$ cat src/rtl/design_select_loader.sv
// Serial design-slot selector: synchronizes an async 3-wire config port, validates 8-bit frames and
// applies them one cycle after the commit; a slot change holds the new design in reset for a fixed pulse.
module design_select_loader #(
  parameter logic [5:0] DEFAULT_SEL       = 6'd1,
  parameter logic       DEFAULT_HOLD      = 1'b0,
  parameter int         SWITCH_RST_CYCLES = 16
) (
  input  logic       clock,
  input  logic       reset,
  input  logic       cfg_sclk,
  input  logic       cfg_sdata,
  input  logic       cfg_latch,
  output logic [5:0] des_sel,
  output logic       hold_if_not_sel,
  output logic       switch_reset,
  output logic       busy,
  output logic       cfg_err
);

  typedef enum logic [1:0] {IDLE, SHIFT, SWITCH} state_t;

  localparam logic [7:0] SW_LOAD = 8'(SWITCH_RST_CYCLES - 1);

  // Synchronizer bit order: [0]=sclk, [1]=sdata, [2]=latch
  logic [2:0] meta_q, meta_d;
  logic [2:0] sync_q, sync_d;
  logic [1:0] prev_q, prev_d;
  logic [1:0] vld_q, vld_d;
  logic [1:0] armed_q, armed_d;

  state_t     state_q, state_d;
  logic [3:0] cnt_q, cnt_d;
  logic [7:0] sr_q, sr_d;
  logic [7:0] sw_cnt_q, sw_cnt_d;
  logic [5:0] sel_q, sel_d;
  logic       hold_q, hold_d;
  logic       err_q, err_d;

  logic       sclk_rise;
  logic       latch_rise;
  logic       accept;

  // A pin only arms once a genuinely synchronized sample has shown it low,
  // so a pin already high when reset releases cannot fake an edge.
  always_comb begin
    meta_d     = {cfg_latch, cfg_sdata, cfg_sclk};
    sync_d     = meta_q;
    prev_d     = {sync_q[2], sync_q[0]};
    vld_d      = {vld_q[0], 1'b1};
    armed_d    = armed_q | ({2{vld_q[1]}} & ~{sync_q[2], sync_q[0]});
    sclk_rise  = sync_q[0] & ~prev_q[0] & armed_q[0];
    latch_rise = sync_q[2] & ~prev_q[1] & armed_q[1];
  end

  always_comb begin
    state_d  = state_q;
    cnt_d    = cnt_q;
    sr_d     = sr_q;
    sw_cnt_d = sw_cnt_q;
    sel_d    = sel_q;
    hold_d   = hold_q;
    err_d    = err_q;
    accept   = (cnt_q == 4'd8) && (^sr_q);

    case (state_q)
      IDLE: begin
        if (latch_rise) begin
          err_d = 1'b1;
          cnt_d = 4'd0;
        end else if (sclk_rise) begin
          state_d = SHIFT;
          sr_d    = {sr_q[6:0], sync_q[1]};
          cnt_d   = 4'd1;
        end
      end
      SHIFT: begin
        // Latch has priority: a coincident clock bit is dropped.
        if (latch_rise) begin
          cnt_d   = 4'd0;
          state_d = IDLE;
          if (accept) begin
            sel_d  = sr_q[6:1];
            hold_d = sr_q[7];
            err_d  = 1'b0;
            if (sr_q[6:1] != sel_q) begin
              state_d  = SWITCH;
              sw_cnt_d = SW_LOAD;
            end
          end else begin
            err_d = 1'b1;
          end
        end else if (sclk_rise) begin
          sr_d = {sr_q[6:0], sync_q[1]};
          if (cnt_q != 4'd9) begin
            cnt_d = cnt_q + 4'd1;
          end
        end
      end
      SWITCH: begin
        if (sw_cnt_q == 8'd0) begin
          state_d = IDLE;
        end else begin
          sw_cnt_d = sw_cnt_q - 8'd1;
        end
      end
      default: state_d = IDLE;
    endcase
  end

  always_ff @(posedge clock) begin
    if (reset) begin
      meta_q   <= 3'b000;
      sync_q   <= 3'b000;
      prev_q   <= 2'b00;
      vld_q    <= 2'b00;
      armed_q  <= 2'b00;
      state_q  <= IDLE;
      cnt_q    <= 4'd0;
      sr_q     <= 8'd0;
      sw_cnt_q <= 8'd0;
      sel_q    <= DEFAULT_SEL;
      hold_q   <= DEFAULT_HOLD;
      err_q    <= 1'b0;
    end else begin
      meta_q   <= meta_d;
      sync_q   <= sync_d;
      prev_q   <= prev_d;
      vld_q    <= vld_d;
      armed_q  <= armed_d;
      state_q  <= state_d;
      cnt_q    <= cnt_d;
      sr_q     <= sr_d;
      sw_cnt_q <= sw_cnt_d;
      sel_q    <= sel_d;
      hold_q   <= hold_d;
      err_q    <= err_d;
    end
  end

  assign des_sel         = sel_q;
  assign hold_if_not_sel = hold_q;
  assign cfg_err         = err_q;
  assign switch_reset    = (state_q == SWITCH);
  assign busy            = (state_q != IDLE);

endmodule
$ cat config.mk
export PLATFORM = sky130hd
export DESIGN_NAME = design_select_loader
export DESIGN_NICKNAME = d
export VERILOG_FILES = /design/src/rtl/design_select_loader.sv
export SDC_FILE = /design/constraint.sdc
export NUM_CORES = 1
export LEC_CHECK = 0
export BUFFER_PORTS_ARGS = -buffer_cell sky130_fd_sc_hd__buf_2
export CORE_MARGIN = 5
export CORE_UTILIZATION = 42
export DETAILED_ROUTE_END_ITERATION = 8
export PLACE_DENSITY = 0.66
export REMOVE_ABC_BUFFERS = 1
export SLEW_MARGIN = 20
export SYNTH_ARGS = -nofsm -noshare
export SYNTH_HDL_FRONTEND = slang
export SYNTH_SLANG_ARGS = --single-unit
$ cat constraint.sdc
create_clock -name clock -period 2.2 [get_ports clock]
set_input_delay 0.33 -clock clock [delete_from_list [all_inputs] [get_ports clock]]
set_output_delay 0.33 -clock clock [all_outputs]
set_load 0.1 [all_outputs]
* Word-level counts from Yosys, hierarchy flattened
Cells that the tools add are included.
W data, S select, Z words.
** Word-level totals
- Bits in latches :: 0
- Output and inout bits :: 10
- Memories :: 0
- Bits of input ports :: 5
- Bits in writable memories :: 0
- Memory bits (read-only) :: 0
- Register bits after elaboration :: 42
** Operators by class
- Divide/modulo/power cells :: 0
- Reduce and logical (&&, ||, !) cells :: 14
- Add/subtract/negate cells :: 2
- Magnitude comparators :: 0
- Multiply operators :: 0
- Shift-type cells :: 0
- Bitwise operators :: 10
- Muxes and demuxes :: 23
- Equality and inequality tests :: 16
** Operators by type and width (number)
- $mux W8 :: 4
- $mux W4 :: 5
- $pmux W8 S2 :: 1
- $ne A2 B2 Y1 const B :: 7
- $mux W2 :: 6
- $ne A3 B3 Y1 const B :: 3
- $reduce_and A3 Y1 :: 3
- $logic_not A8 Y1 :: 1
- $pmux W4 S2 :: 1
- $reduce_and A4 Y1 :: 2
- $reduce_xor A8 Y1 :: 1
- $sub A8 B1 Y8 const B :: 1
- $ne A6 B6 Y1 :: 1
- $pmux W2 S3 :: 1
- $reduce_bool A2 Y1 :: 3
- $reduce_and A5 Y1 :: 1
- $add A4 B1 Y4 const B :: 1
- $and A1 B1 Y1 :: 4
- $eq A4 B4 Y1 const B :: 1
- $mux W1 :: 4
- $ne A4 B4 Y1 const B :: 1
- $not A1 Y1 :: 3
- $and A2 B2 Y2 :: 1
- $eq A2 B1 Y1 const B :: 1
- other kinds (8) :: 8

* Depth between registers and ports, before layout
- Depth after elaboration :: 6
- Depth in mapped cells :: 8
- Depth with buffers taken out :: 8

* Worst setup path before layout
OpenSTA, ideal clock, no wires.
- Path kind :: register to register
- Start point :: register sel_q[0] (netlist: des_sel[0])
- End point :: register sw_cnt_q[1]
- Setup time :: 0.116 ns
- Data arrival time :: 2.010 ns
- Slack :: 0.074 ns
- Required time :: 2.084 ns
- Clock period less this slack :: 2.126 ns
- Cell stages (with the launch flop) :: 7
- Path through :: dfxtp_1 > xnor2_1 > nand4_1 > nor3_1 > nor4_4 > o21a_1 > a31o_2
** On the way
- Word-level cells in the longest chain between the ends :: 3
** RTL lines
- start: declaration :: line 35 : logic [5:0] sel_q, sel_d;
- start signal: assignment :: line 134 : sel_q <= sel_d;
- $ne A6 B6 Y1 :: line 85 : if (sr_q[6:1] != sel_q) begin
- $ne A2 B2 Y1 (no source line)
- $reduce_and A5 Y1 (no source line)
- end signal: assignment :: line 133 : sw_cnt_q <= sw_cnt_d;
- end: declaration :: line 34 : logic [7:0] sw_cnt_q, sw_cnt_d;
No other way between the ends.
A chain may end at the register's enable or synchronous reset.

* Worst setup path in the final report
- Start point :: register sr_q[4]
- End point :: register sw_cnt_q[5]
** On the way
- Word-level cells in the longest chain between the ends :: 4
** RTL lines
- start: declaration :: line 33 : logic [7:0] sr_q, sr_d;
- start signal: assignment :: line 132 : sr_q <= sr_d;
- $reduce_xor A8 Y1 :: line 63 : accept = (cnt_q == 4'd8) && (^sr_q);
- $logic_and A1 B1 Y1 :: line 63
- $ne A2 B2 Y1 (no source line)
- $reduce_and A5 Y1 (no source line) *
Every way passes the cells marked *; elsewhere a longest branch is shown, timed or not.

==> impl_metrics.prom <==
# TYPE chip_impl_metric gauge
chip_impl_info{name="status",value="complete, no violations"} 1
chip_impl_metric{name="first_global_vias",unit=""} 1339
chip_impl_info{name="cp_cell_sequence",value="xnor2_1 > xnor2_1 > xnor2_1 > nor4_4 > nor2_1 > a32o_1"} 1
chip_impl_metric{name="core_area",unit="um^2"} 4320
chip_impl_info{name="timing.setup.critical_path_class",value="reg2reg"} 1
chip_impl_metric{name="drt-pass1-iter-count",unit=""} 4
chip_impl_metric{name="io_buf_count",unit=""} 14
chip_impl_metric{name="numCtsBuffers",unit=""} 5
chip_impl_metric{name="slew_viol_final",unit=""} 0
chip_impl_metric{name="wl_met1",unit="um"} 1650
chip_impl_info{name="reg2reg_to",value="sw_cnt_q[5]"} 1
chip_impl_metric{name="start_util",unit=""} 0.431
chip_impl_metric{name="synthSimpleGateAreaFrac",unit=""} 0.208
chip_impl_metric{name="timing.final.ws_setup",unit="ns"} 0.212
chip_impl_info{name="start_kind",value="flop"} 1
chip_impl_metric{name="route.detailed.vias_per_inst",unit=""} 5.15
chip_impl_metric{name="final_layout_size_suffix_gt1_frac",unit=""} 0.149
chip_impl_metric{name="asyncSetResetFlopFracSynth",unit=""} 0
chip_impl_metric{name="grt.total_usage",unit=""} 0.119
chip_impl_metric{name="pwr_density_cell",unit="nW/um^2"} 646
chip_impl_info{name="synth_top_family_by_area",value="simple AND/OR/NAND/NOR gates"} 1
chip_impl_metric{name="minimum_clock_period",unit="ns"} 1.99
chip_impl_info{name="ys_top_cells_by_area",value="sky130_fd_sc_hd__dfxtp_1, sky130_fd_sc_hd__mux2i_1, sky130_fd_sc_hd__nor2_1, sky130_fd_sc_hd__xnor2_1, sky130_fd_sc_hd__ha_1"} 1
chip_impl_metric{name="dieHeight",unit="um"} 76.6
chip_impl_metric{name="postSynthRegisterBits",unit=""} 42
chip_impl_metric{name="finish.net_count",unit=""} 230
chip_impl_metric{name="power.net_switching",unit="uW"} 325
chip_impl_metric{name="max_freq",unit="MHz"} 503
chip_impl_metric{name="wire_per_inst",unit="um"} 12.4
chip_impl_metric{name="clock-sinks",unit=""} 42
chip_impl_metric{name="r2r.worst_path.cells",unit=""} 6
chip_impl_metric{name="maxCapViolCount",unit=""} 0
chip_impl_metric{name="hold_buffers",unit=""} 0
chip_impl_metric{name="gp_congestion",unit=""} 0.769
chip_impl_metric{name="synth_enable_flop_cells",unit=""} 0
chip_impl_metric{name="io-pin-count",unit=""} 15
chip_impl_metric{name="dr.first_iter.drc_count",unit=""} 127
chip_impl_metric{name="diodes",unit=""} 0
chip_impl_metric{name="p_comb_frac",unit=""} 0.034
chip_impl_metric{name="slew-limit-headroom",unit=""} 0.599
chip_impl_metric{name="leakage_component_of_the_power",unit="uW"} 0.000830
chip_impl_metric{name="post_cts_buffers",unit=""} 0
chip_impl_metric{name="syn_avg_cell_area",unit="um^2"} 9.26
chip_impl_metric{name="antenna_found_initial",unit=""} 0
chip_impl_metric{name="final_core_area_utilization",unit=""} 0.482
chip_impl_metric{name="synth_adder_area_share",unit=""} 0.0336
chip_impl_metric{name="cts-resized-gates",unit=""} 0
chip_impl_metric{name="pwr-share-seq",unit=""} 0.575
chip_impl_metric{name="vdd_drop_max",unit="V"} 0.000457
chip_impl_metric{name="detail_route.drc_violations",unit=""} 0
chip_impl_metric{name="grt-ovfl-total",unit=""} 0
chip_impl_metric{name="detailroute.via_count",unit=""} 1405
chip_impl_metric{name="dpl.hpwl",unit="um"} 2490
chip_impl_metric{name="critPathMaxStageDelay",unit="ns"} 0.43
chip_impl_metric{name="internal_pwr_total",unit="uW"} 1020
chip_impl_metric{name="finalWirelength",unit="um"} 3380
chip_impl_info{name="cts_tree",value="built"} 1
chip_impl_metric{name="die-area",unit="um^2"} 5860
chip_impl_metric{name="hold-path-cell-count",unit=""} 2
chip_impl_metric{name="ctsLongestPathBuffers",unit=""} 2
chip_impl_metric{name="timing.final.crit_share",unit=""} 0.903
chip_impl_metric{name="placement_rows",unit=""} 24
chip_impl_metric{name="setup_viol",unit=""} 0
chip_impl_metric{name="first_pass_grt_wire_length",unit="um"} 5920
chip_impl_metric{name="ys.warnings.count",unit=""} 0
chip_impl_info{name="synth_ff_type",value="sky130_fd_sc_hd__dfxtp_1"} 1
chip_impl_info{name="cts_root_buf",value="sky130_fd_sc_hd__clkbuf_8"} 1
chip_impl_info{name="critical_path.most_common_cell",value="sky130_fd_sc_hd__xnor2_1"} 1
chip_impl_info{name="worst_hold_start",value="cfg_sdata"} 1
chip_impl_metric{name="grt_max_degree",unit=""} 22
chip_impl_info{name="grt_setup_unrepaired",value="false"} 1
chip_impl_metric{name="netlist_area",unit="um^2"} 1860
chip_impl_metric{name="synth-compound-area-share",unit=""} 0.122
chip_impl_info{name="min_path_type",value="in2reg"} 1
chip_impl_metric{name="h_tree_depth",unit=""} 2
chip_impl_metric{name="switching_share",unit=""} 0.241
chip_impl_metric{name="rrSetupSlack",unit="ns"} 0.21
chip_impl_info{name="worst_r2r_startpoint",value="sr_q[4]"} 1
chip_impl_metric{name="final.setup_skew",unit="ns"} 0.00933
chip_impl_metric{name="synth.area.mux_share",unit=""} 0.0753
chip_impl_info{name="post-synth-top-area-cell",value="sky130_fd_sc_hd__dfxtp_1"} 1
chip_impl_metric{name="insertion_delay",unit="ns"} 0.29
chip_impl_metric{name="worst_setup_timing_slack_at_the_placement_stage",unit="ns"} 0.190
chip_impl_metric{name="dr_wl_met2",unit="um"} 1640
chip_impl_metric{name="synth.distinct_cells",unit=""} 37
chip_impl_metric{name="worst_ep_arrival_time",unit="ns"} 2.17
chip_impl_metric{name="tightest_slew",unit="ns"} 0.597
chip_impl_metric{name="yosys.area_share.xor_xnor",unit=""} 0.0659
chip_impl_metric{name="final_layout_fill_cell_count",unit=""} 435
chip_impl_metric{name="post_synth_inst_count",unit=""} 201
chip_impl_metric{name="synthToLayoutAreaGrowth",unit="%"} 12.0
chip_impl_metric{name="met3_length",unit="um"} 73
chip_impl_metric{name="netlist.area_leader.share",unit=""} 0.452
chip_impl_info{name="worstHoldEndpoint",value="meta_q[1]"} 1
chip_impl_info{name="crit_path_top_delay_cell",value="sky130_fd_sc_hd__dfxtp_1"} 1
chip_impl_metric{name="clock_transition_at_the_register_clock_pins_on_the_worst_setup_and_hold_paths_after_cts",unit="ns"} 0.09
chip_impl_metric{name="synth.yosys.seq_area_share",unit=""} 0.452
chip_impl_metric{name="drt.antenna.violating_nets",unit=""} 0
chip_impl_info{name="highest_layer",value="met4"} 1
chip_impl_metric{name="floorplan.die.width",unit="um"} 76.6
chip_impl_metric{name="critical_path_peak_fanout",unit=""} 5
chip_impl_metric{name="finalSetupTns",unit="ns"} 0
chip_impl_metric{name="hold_viol_final",unit=""} 0
chip_impl_info{name="crit_path_end_kind",value="flop"} 1
chip_impl_metric{name="clock_power_share",unit=""} 0.390
chip_impl_metric{name="crit_required",unit="ns"} 2.39
critical path: cells and delay by family, from the launching register on:
kind / cells / cell delay, ns
AO/OA/AOI/OAI: 1 / 0.28
flip-flops: 1 / 0.43
XOR/XNOR: 3 / 0.57
AND/OR/NAND/NOR: 2 / 0.59
through the flow:
step                      std cells  cell area [um^2]  power [uW]  hold WS [ns]
final                           273              2090        1350         0.239
after global routing            273              2090        1400         0.225
after CTS                       273              2080        1360         0.243
after detailed placement        265              1980         840         0.420
after global placement          265              1980         839         0.416
after floorplan                 195              1820         817         0.397
area by class of cell:
type	instances	area (um^2)	share of cell area
inverters	10	37.5	0.0180
flip-flops and latches	42	841	0.403
multi-input cells	143	947	0.454
clock buffers	5	68.8	0.0330
repair buffers	18	100	0.0480
well taps	52	65.1	0.0312
clock inverters	3	26.3	0.0126
flip-flops by register name, summed over array words and instances (netlist names), 2 cells and up:
| signal | count |
|---|---|
| sr_q | 8 |
| sw_cnt_q | 8 |
| des_sel | 6 |
| cnt_q | 4 |
| meta_q | 3 |
| sync_q | 3 |
| armed_q | 2 |
| prev_q | 2 |
| state_q | 2 |
| vld_q | 2 |
synth_stat cells (2+ instances only):
cell type	instances
sky130_fd_sc_hd__xor2_1	2
sky130_fd_sc_hd__nor3_1	7
sky130_fd_sc_hd__a211oi_1	2
sky130_fd_sc_hd__nor4b_1	2
sky130_fd_sc_hd__clkbuf_8	2
sky130_fd_sc_hd__dfxtp_1	42
sky130_fd_sc_hd__nand2_1	12
sky130_fd_sc_hd__nand3_1	4
sky130_fd_sc_hd__o21ai_0	7
sky130_fd_sc_hd__nand2b_1	3
sky130_fd_sc_hd__o31ai_1	2
sky130_fd_sc_hd__xnor2_1	12
sky130_fd_sc_hd__a21oi_1	11
sky130_fd_sc_hd__nor2b_1	9
sky130_fd_sc_hd__a31o_2	2
sky130_fd_sc_hd__a32o_1	2
sky130_fd_sc_hd__clkbuf_1	4
sky130_fd_sc_hd__nor2_1	30
sky130_fd_sc_hd__ha_1	5
sky130_fd_sc_hd__a31oi_1	2
sky130_fd_sc_hd__inv_1	10
sky130_fd_sc_hd__mux2i_1	14
cells by family (layout without fill, tap and decap cells):
kind of cell | count (synthesis) | count (layout)
compound gates | 35 | 35
xor+xnor | 14 | 14
fa+ha+maj | 5 | 5
buf+inv | 16 | 36
flops | 42 | 42
mux | 14 | 14
simple gates | 75 | 75
layer usage:
metal	vias to the layer above	track usage
met4	0	0.0262
met5	-	0
met1	654	0.151
met2	17	0.202
li1	732	-
met3	2	0.0319
cells in the final DEF (no fill, tap or decap), types with 2 or more instances in the layout:
cell type,instances
sky130_fd_sc_hd__a211oi_1,2
sky130_fd_sc_hd__a31o_2,2
sky130_fd_sc_hd__o21ai_0,7
sky130_fd_sc_hd__inv_6,3
sky130_fd_sc_hd__nor2b_1,9
sky130_fd_sc_hd__dfxtp_1,42
sky130_fd_sc_hd__ha_1,5
sky130_fd_sc_hd__xor2_1,2
sky130_fd_sc_hd__mux2i_1,14
sky130_fd_sc_hd__nor3_1,7
sky130_fd_sc_hd__a31oi_1,2
sky130_fd_sc_hd__a32o_1,2
sky130_fd_sc_hd__o31ai_1,2
sky130_fd_sc_hd__nand2_1,12
sky130_fd_sc_hd__nand3_1,4
sky130_fd_sc_hd__clkbuf_8,5
sky130_fd_sc_hd__nand2b_1,3
sky130_fd_sc_hd__a21oi_1,11
sky130_fd_sc_hd__nor2_1,30
sky130_fd_sc_hd__xnor2_1,12
sky130_fd_sc_hd__buf_2,14
sky130_fd_sc_hd__inv_1,10
sky130_fd_sc_hd__buf_4,4
power groups by stage:
stage | Clock (uW) | Sequential (uW) | Combinational [uW]
after global placement | 0 | 793 | 46.1
after CTS | 537 | 776 | 46.9
after floorplan | 0 | 795 | 21.7
after global routing | 573 | 777 | 51.6
after detailed placement | 0 | 794 | 46.8
final | 526 | 776 | 46.1
worst max-delay path by stage:
stage | from | end | slack [ns] | cells after the start
after CTS | sr_q[4] | sw_cnt_q[4] | 0.18 | 6
after global placement | sw_cnt_q[0] | sw_cnt_q[5] | 0.29 | 7
after floorplan | des_sel[0] | sw_cnt_q[1] | 0.07 | 6
final | sr_q[4] | sw_cnt_q[5] | 0.21 | 6
after global routing | sr_q[4] | sw_cnt_q[5] | 0.05 | 6
after detailed placement | sr_q[4] | sw_cnt_q[4] | 0.19 | 6
No activity file was read; power rests on OpenSTA's default activity.
